**config.mk**
```make
export PLATFORM = sky130hd
export DESIGN_NAME = divint_mc_flat
export DESIGN_NICKNAME = d
export VERILOG_FILES = /design/src/rtl/divint_if.sv /design/src/rtl/divint_mc.sv /design/src/flat_wrapper.sv
export SDC_FILE = /design/constraint.sdc
export NUM_CORES = 1
export LEC_CHECK = 0
export CORE_UTILIZATION = 40
export CTS_CLUSTER_DIAMETER = 40
export DETAILED_ROUTE_END_ITERATION = 16
export DONT_BUFFER_PORTS = 1
export HOLD_SLACK_MARGIN = 0.15
export SETUP_SLACK_MARGIN = 0.2
export SYNTH_ARGS = -nofsm -noshare
export SYNTH_HDL_FRONTEND = slang
export SYNTH_SLANG_ARGS = --single-unit
export TNS_END_PERCENT = 5
```
**constraint.sdc**
```tcl
create_clock -name clk -period 5.2 [get_ports clk]
set_input_delay 1.04 -clock clk [delete_from_list [all_inputs] [get_ports clk]]
set_output_delay 1.04 -clock clk [all_outputs]
set_load 0.03 [all_outputs]
```
**src/rtl/divint_if.sv**
```systemverilog
// Operand/result handshake bundle for the multicycle divider.
// master = operand producer / result consumer, slave = divider.
interface divint_if #(parameter int DATA_W = 8);
   logic              in_valid;
   logic              in_ready;
   logic              op_signed;
   logic [DATA_W-1:0] op1;
   logic [DATA_W-1:0] op2;
   logic              out_valid;
   logic              out_ready;
   logic [DATA_W-1:0] quot;
   logic [DATA_W-1:0] rem;
   logic              div_by_zero;

   modport master (
      output in_valid, op_signed, op1, op2, out_ready,
      input  in_ready, out_valid, quot, rem, div_by_zero
   );
   modport slave (
      input  in_valid, op_signed, op1, op2, out_ready,
      output in_ready, out_valid, quot, rem, div_by_zero
   );
endinterface

```
**src/rtl/divint_mc.sv**
```systemverilog
// Multicycle restoring integer divider: one quotient bit per cycle on operand
// magnitudes, signs reapplied in FIX; truncating quotient, remainder takes dividend sign.
module divint_mc #(
   parameter int DATA_W = 8
) (
   input  logic     clk,
   input  logic     rst,
   divint_if.slave  bus
);
   localparam int CW = $clog2(DATA_W);

   typedef enum logic [1:0] {IDLE, CALC, FIX, DONE} state_t;

   state_t            st_q, st_d;
   logic [CW-1:0]     cnt_q, cnt_d;
   logic [DATA_W-1:0] acc_q, acc_d;     // partial remainder (always < |op2|)
   logic [DATA_W-1:0] dvd_q, dvd_d;     // dividend shifting out, quotient shifting in
   logic [DATA_W-1:0] dvs_q, dvs_d;
   logic [DATA_W-1:0] op1_q, op1_d;
   logic              sq_q, sq_d, sr_q, sr_d, dz_q, dz_d;
   logic [DATA_W-1:0] quot_q, quot_d, rem_q, rem_d;
   logic              dbz_q, dbz_d;
   logic              in_ready_q, in_ready_d, out_valid_q, out_valid_d;

   logic              s1, s2;
   logic [DATA_W-1:0] m1, m2;
   logic [DATA_W:0]   shifted, trial;

   always_comb begin
      st_d        = st_q;
      cnt_d       = cnt_q;
      acc_d       = acc_q;
      dvd_d       = dvd_q;
      dvs_d       = dvs_q;
      op1_d       = op1_q;
      sq_d        = sq_q;
      sr_d        = sr_q;
      dz_d        = dz_q;
      quot_d      = quot_q;
      rem_d       = rem_q;
      dbz_d       = dbz_q;
      in_ready_d  = in_ready_q;
      out_valid_d = out_valid_q;
      s1          = bus.op_signed & bus.op1[DATA_W-1];
      s2          = bus.op_signed & bus.op2[DATA_W-1];
      m1          = s1 ? (~bus.op1 + 1'b1) : bus.op1;
      m2          = s2 ? (~bus.op2 + 1'b1) : bus.op2;
      shifted     = {acc_q, dvd_q[DATA_W-1]};
      // Remainder < divisor keeps the nonnegative trial within DATA_W bits,
      // so bit DATA_W of the difference is a reliable borrow.
      trial       = shifted - {1'b0, dvs_q};

      unique case (st_q)
         IDLE: if (bus.in_valid) begin
            dvd_d      = m1;
            dvs_d      = m2;
            acc_d      = '0;
            op1_d      = bus.op1;
            sq_d       = s1 ^ s2;
            sr_d       = s1;
            dz_d       = (bus.op2 == '0);
            cnt_d      = '0;
            in_ready_d = 1'b0;
            st_d       = CALC;
         end
         CALC: begin
            acc_d = trial[DATA_W] ? shifted[DATA_W-1:0] : trial[DATA_W-1:0];
            dvd_d = {dvd_q[DATA_W-2:0], ~trial[DATA_W]};
            cnt_d = cnt_q + 1'b1;
            if (cnt_q == CW'(DATA_W - 1)) st_d = FIX;
         end
         FIX: begin
            if (dz_q) begin
               quot_d = '1;
               rem_d  = op1_q;
               dbz_d  = 1'b1;
            end else begin
               quot_d = sq_q ? (~dvd_q + 1'b1) : dvd_q;
               rem_d  = sr_q ? (~acc_q + 1'b1) : acc_q;
               dbz_d  = 1'b0;
            end
            out_valid_d = 1'b1;
            st_d        = DONE;
         end
         DONE: if (bus.out_ready) begin
            out_valid_d = 1'b0;
            in_ready_d  = 1'b1;
            st_d        = IDLE;
         end
         default: st_d = IDLE;
      endcase
   end

   always_ff @(posedge clk or posedge rst) begin
      if (rst) begin
         st_q        <= IDLE;
         cnt_q       <= '0;
         acc_q       <= '0;
         dvd_q       <= '0;
         dvs_q       <= '0;
         op1_q       <= '0;
         sq_q        <= 1'b0;
         sr_q        <= 1'b0;
         dz_q        <= 1'b0;
         quot_q      <= '0;
         rem_q       <= '0;
         dbz_q       <= 1'b0;
         in_ready_q  <= 1'b1;
         out_valid_q <= 1'b0;
      end else begin
         st_q        <= st_d;
         cnt_q       <= cnt_d;
         acc_q       <= acc_d;
         dvd_q       <= dvd_d;
         dvs_q       <= dvs_d;
         op1_q       <= op1_d;
         sq_q        <= sq_d;
         sr_q        <= sr_d;
         dz_q        <= dz_d;
         quot_q      <= quot_d;
         rem_q       <= rem_d;
         dbz_q       <= dbz_d;
         in_ready_q  <= in_ready_d;
         out_valid_q <= out_valid_d;
      end
   end

   assign bus.in_ready    = in_ready_q;
   assign bus.out_valid   = out_valid_q;
   assign bus.quot        = quot_q;
   assign bus.rem         = rem_q;
   assign bus.div_by_zero = dbz_q;
endmodule

```
**src/flat_wrapper.sv**
```systemverilog
// flat-port wrapper written by rule: the top's interface ports become plain ports
module divint_mc_flat 
#(
   parameter int DATA_W = 8
)
  (clk, rst, bus_in_valid, bus_op_signed, bus_op1, bus_op2, bus_out_ready, bus_in_ready, bus_out_valid, bus_quot, bus_rem, bus_div_by_zero);
  divint_if #(.DATA_W(DATA_W)) bus_i ();
  input  logic clk;
  input  logic rst;
  input wire logic [$bits(bus_i.in_valid)-1:0] bus_in_valid;
  input wire logic [$bits(bus_i.op_signed)-1:0] bus_op_signed;
  input wire logic [$bits(bus_i.op1)-1:0] bus_op1;
  input wire logic [$bits(bus_i.op2)-1:0] bus_op2;
  input wire logic [$bits(bus_i.out_ready)-1:0] bus_out_ready;
  output wire logic [$bits(bus_i.in_ready)-1:0] bus_in_ready;
  output wire logic [$bits(bus_i.out_valid)-1:0] bus_out_valid;
  output wire logic [$bits(bus_i.quot)-1:0] bus_quot;
  output wire logic [$bits(bus_i.rem)-1:0] bus_rem;
  output wire logic [$bits(bus_i.div_by_zero)-1:0] bus_div_by_zero;
  assign bus_i.in_valid = bus_in_valid;
  assign bus_i.op_signed = bus_op_signed;
  assign bus_i.op1 = bus_op1;
  assign bus_i.op2 = bus_op2;
  assign bus_i.out_ready = bus_out_ready;
  assign bus_in_ready = bus_i.in_ready;
  assign bus_out_valid = bus_i.out_valid;
  assign bus_quot = bus_i.quot;
  assign bus_rem = bus_i.rem;
  assign bus_div_by_zero = bus_i.div_by_zero;
  divint_mc #(.DATA_W(DATA_W)) u_core (.clk(clk), .rst(rst), .bus(bus_i));
endmodule
```
==> results.md <==
- CTS buffer count: 9
- Core ar.: 0.00830 sq mm
- Final period utilization: 53.2%
- Switching pwr: 0.00113 W
- Status: complete, no violations
- Worst-Margin Slew: 1.05 ns
- Htree depth: 3
- Post-DP HPWL: 5.40 mm
- Crit end category: flop
- Combinational family with the most area after synthesis: compound AO/OA/AOI/OAI gates
- Chip width: 95.2 microns
- Initial antenna violation count: 0
- Rel. slew slack: 29.9%
- Part of the power in the clock network: 16.5%
- Area Growth Syn to Fin: 6.91%
- First-pass GRT wire length: 12.2 mm
- Worst min path class: flop to flop
- CTS sink cnt: 59
- Post-synth EDFFs: 0
- Clock latency on the worst-skew pair: 0.35 ns
- Synthesized flop and latch total: 59
- Post_cts resized: 0
- Place WS: 2.22 ns
- Setup TNS: 0 ns
- PortBufs: 0
- Clock skew after layout: 0.00966 ns
- Switch share: 45.2%
- Multiplexer area fraction after synthesis: 6.55%
- Clk pin slew, worst setup/hold paths: 0.07 ns
- Total wire length: 7.39 mm
- Overall power: 0.00249 W
- DRC: 0
- Max Transition Viols Final: 0
- Starting Density: 41.9%
- # Post-CTS Setup Buffers: 0
- Maximum VDD drop: 193 uV
- Post-synth cell types: 50
- Drt via density: 5.39
- Biggest cell delay along the critical path: 0.63 ns
- Cell Count Post-Placement: 467
- Final estimated routing congestion in global placement: 0.757
- Fmax: 361 MHz
- Yosys Warn Count: 0
- Gr usage total: 18.1%
- Std cell rows: 33
- Synthesized cell area: 0.00348 sq mm
- Met1 WL: 3.79 mm
- RSZ-0062 raised after global routing: false
- Layout Cells excl Fill: 483
- Comb pwr share: 44.0%
- Hold bufs inserted after CTS: 0
- Mean Syn Cell Area: 9.12 sq um
- Die area: 0.00907 sq mm
- Met3 wire length: 335 microns
- Synth Flop Type: dfrtp_1
- Max Used Layer: met4
- Post-synth ARST share: 100%
- Critical Path AT: 3.00 ns
- Internal power: 0.00137 W
- Slowest CP cell: o211ai_2
- Post-route ant nets: 0
- Clock tree buffer depth: 2
- Die Y: 95.2 microns
- DR WL/cell: 15.3 microns
- Post-synthesis xor/xnor area fraction: 6.05%
- Final Critical Period: 2.77 ns
- Vias in the first global route: 2,450
- Crit Path Max Fanout: 13
- Worst setup SP type: flop
- Vias: 2,601
- # IOs: 40
- Sequential fraction of the synthesis area: 42.5%
- TritonCTS clock tree: yes
- Crit path kind: flop to flop
- Post-synthesis adder-cell area fraction: 7.06%
- WL met2: 3.11 mm
- Mapped Nets: 421
- Simple-Gate Fraction of Synth Area: 15.0%
- Finish-stage setup viols: 0
- Synth Instances: 381
- Worst Path Required: 5.43 ns
- DRT Pass-1 Iters: 4
- 1st-iter DRT viols: 111
- Leakage dissipation: 1.63 nW
- N_diodes: 0
- Sequential share of power: 39.5%
- CTS root buf: clkbuf_8
- Largest net degree at the start of global routing: 60
- Total grt overflow: 0
- Fin nets: 413
- Hold Vio Cnt, Final: 0
- Setup ws final: 2.43 ns
- Maximum Capacitance Violations: 0
- Pwr/cell area: 671 mW/mm^2
- Ratio of cells with drive above 1 in the final layout: 11.4%
- Cells along the critical path: inv_1 > ha_1 > fa_1 > nand2b_2 > a21oi_2 > nand2_1 > o211ai_2 > mux2i_1 > a22o_1
- Post-synthesis compound-gate area fraction: 17.8%
## cell usage in the layout, fill, tap and decap left out, types with 3 or more instances in the layout
cell / n
nand2b_1: 6
mux2_2: 14
or3_1: 6
o31ai_1: 5
nor2_1: 27
xor2_1: 12
a21oi_1: 28
mux2i_1: 7
a211oi_1: 3
o21ai_0: 37
ha_1: 18
nand3_1: 7
dfrtp_1: 58
a22o_1: 4
clkbuf_8: 9
nor2b_1: 3
inv_1: 21
xnor2_1: 12
nor3_1: 5
nand2_1: 55
## final timing paths
path | to | cells past startpoint | slack [ns] | from
max | u_core.acc_q[0]$_DFFE_PP0P_ | 9 | 2.43 | u_core.dvd_q[7]$_DFFE_PP0P_
min | u_core.dvs_q[2]$_DFFE_PP0P_ | 2 | 0.48 | u_core.dvs_q[2]$_DFFE_PP0P_
max reg2reg | u_core.acc_q[0]$_DFFE_PP0P_ | 9 | 2.43 | u_core.dvd_q[7]$_DFFE_PP0P_
min reg2reg | u_core.dvs_q[2]$_DFFE_PP0P_ | 2 | 0.48 | u_core.dvs_q[2]$_DFFE_PP0P_
max in group asynchronous | u_core.bus.out_valid$_DFFE_PP0P_ | 2 | 3.90 | rst
min in group asynchronous | u_core.bus.rem[4]$_DFFE_PP0P_ | 2 | 0.78 | rst
## cell families (layout without fill, tap and decap cells)
family / Yosys count / count (layout)
AND/OR/NAND/NOR: 117 / 117
AO/OA/AOI/OAI: 99 / 99
flip-flops: 59 / 59
XOR/XNOR: 24 / 24
adder cells (fa/ha/maj): 19 / 19
multiplexers: 21 / 21
buffers and inverters: 42 / 39
## registers in the layout, indices dropped and copies added, names as in the netlist
name                    count
u_core.dvs_q                8
u_core.dz_q                 1
u_core.sq_q                 1
u_core.acc_q                8
u_core.cnt_q                3
u_core.dvd_q                8
u_core.bus.div_by_zero      1
u_core.sr_q                 1
u_core.st_q                 2
u_core.bus.quot             8
u_core.bus.rem              8
u_core.bus.in_ready         1
u_core.bus.out_valid        1
u_core.op1_q                8
## routing by layer
metal,up-vias,global-route usage [%]
met5,-,0
met4,0,9.09
met3,11,3.67
met2,58,25.5
met1,1242,25.9
li1,1290,-
## cell usage after synthesis (all sizes together), types with 4 or more instances
master,number,area share (%)
xor2,12,3.0
nor3,5,0.72
nand3,7,1.0
buf,4,0.90
nand2,55,5.9
clkbuf,16,1.7
xnor2,12,3.0
mux2,14,4.5
a22o,4,1.0
nand2b,7,1.3
nor2,29,3.3
or3,7,1.4
mux2i,7,2.0
o31ai,6,1.7
dfrtp,58,42
inv,22,2.4
o21ai,40,5.9
a21oi,30,4.5
ha,18,6.5
## final cells by class
class | count | area, sq um
inverter | 22 | 82.6
multi-input combinational | 280 | 1820
fill | 824 | 4580
clock buffer | 10 | 128
timing repair buffer | 1 | 7.51
tap | 105 | 131
sequential | 59 | 1480
clock inverter | 6 | 65.1
## power by group through the flow
stage	sequential, W	clock (W)	combinational [W]
floorplan	0.000921	0	0.000956
finish	0.000983	0.000412	0.00110
detailed placement	0.000992	0	0.00110
global placement	0.000984	0	0.00107
global route	0.00101	0.000444	0.00126
CTS	0.000985	0.000425	0.00110
## through the flow
step                      hold slack, ns  util [%]  cell area (sq um)
final                              0.482      44.8               3720
after global routing               0.523      44.8               3720
after CTS                          0.492      44.8               3720
after detailed placement           0.476      42.5               3520
after global placement             0.463      42.5               3520
after floorplan                    0.450         -               3480
## critical path, delay by kind of cell (launching register included)
family	cells	cell delay (ns)
AO/OA/AOI/OAI	3	1.12
adder cells (fa/ha/maj)	2	0.59
buffers and inverters	1	0.09
flip-flops	1	0.39
multiplexers	1	0.16
AND/OR/NAND/NOR	2	0.31
(Power assumes the default switching activity.)
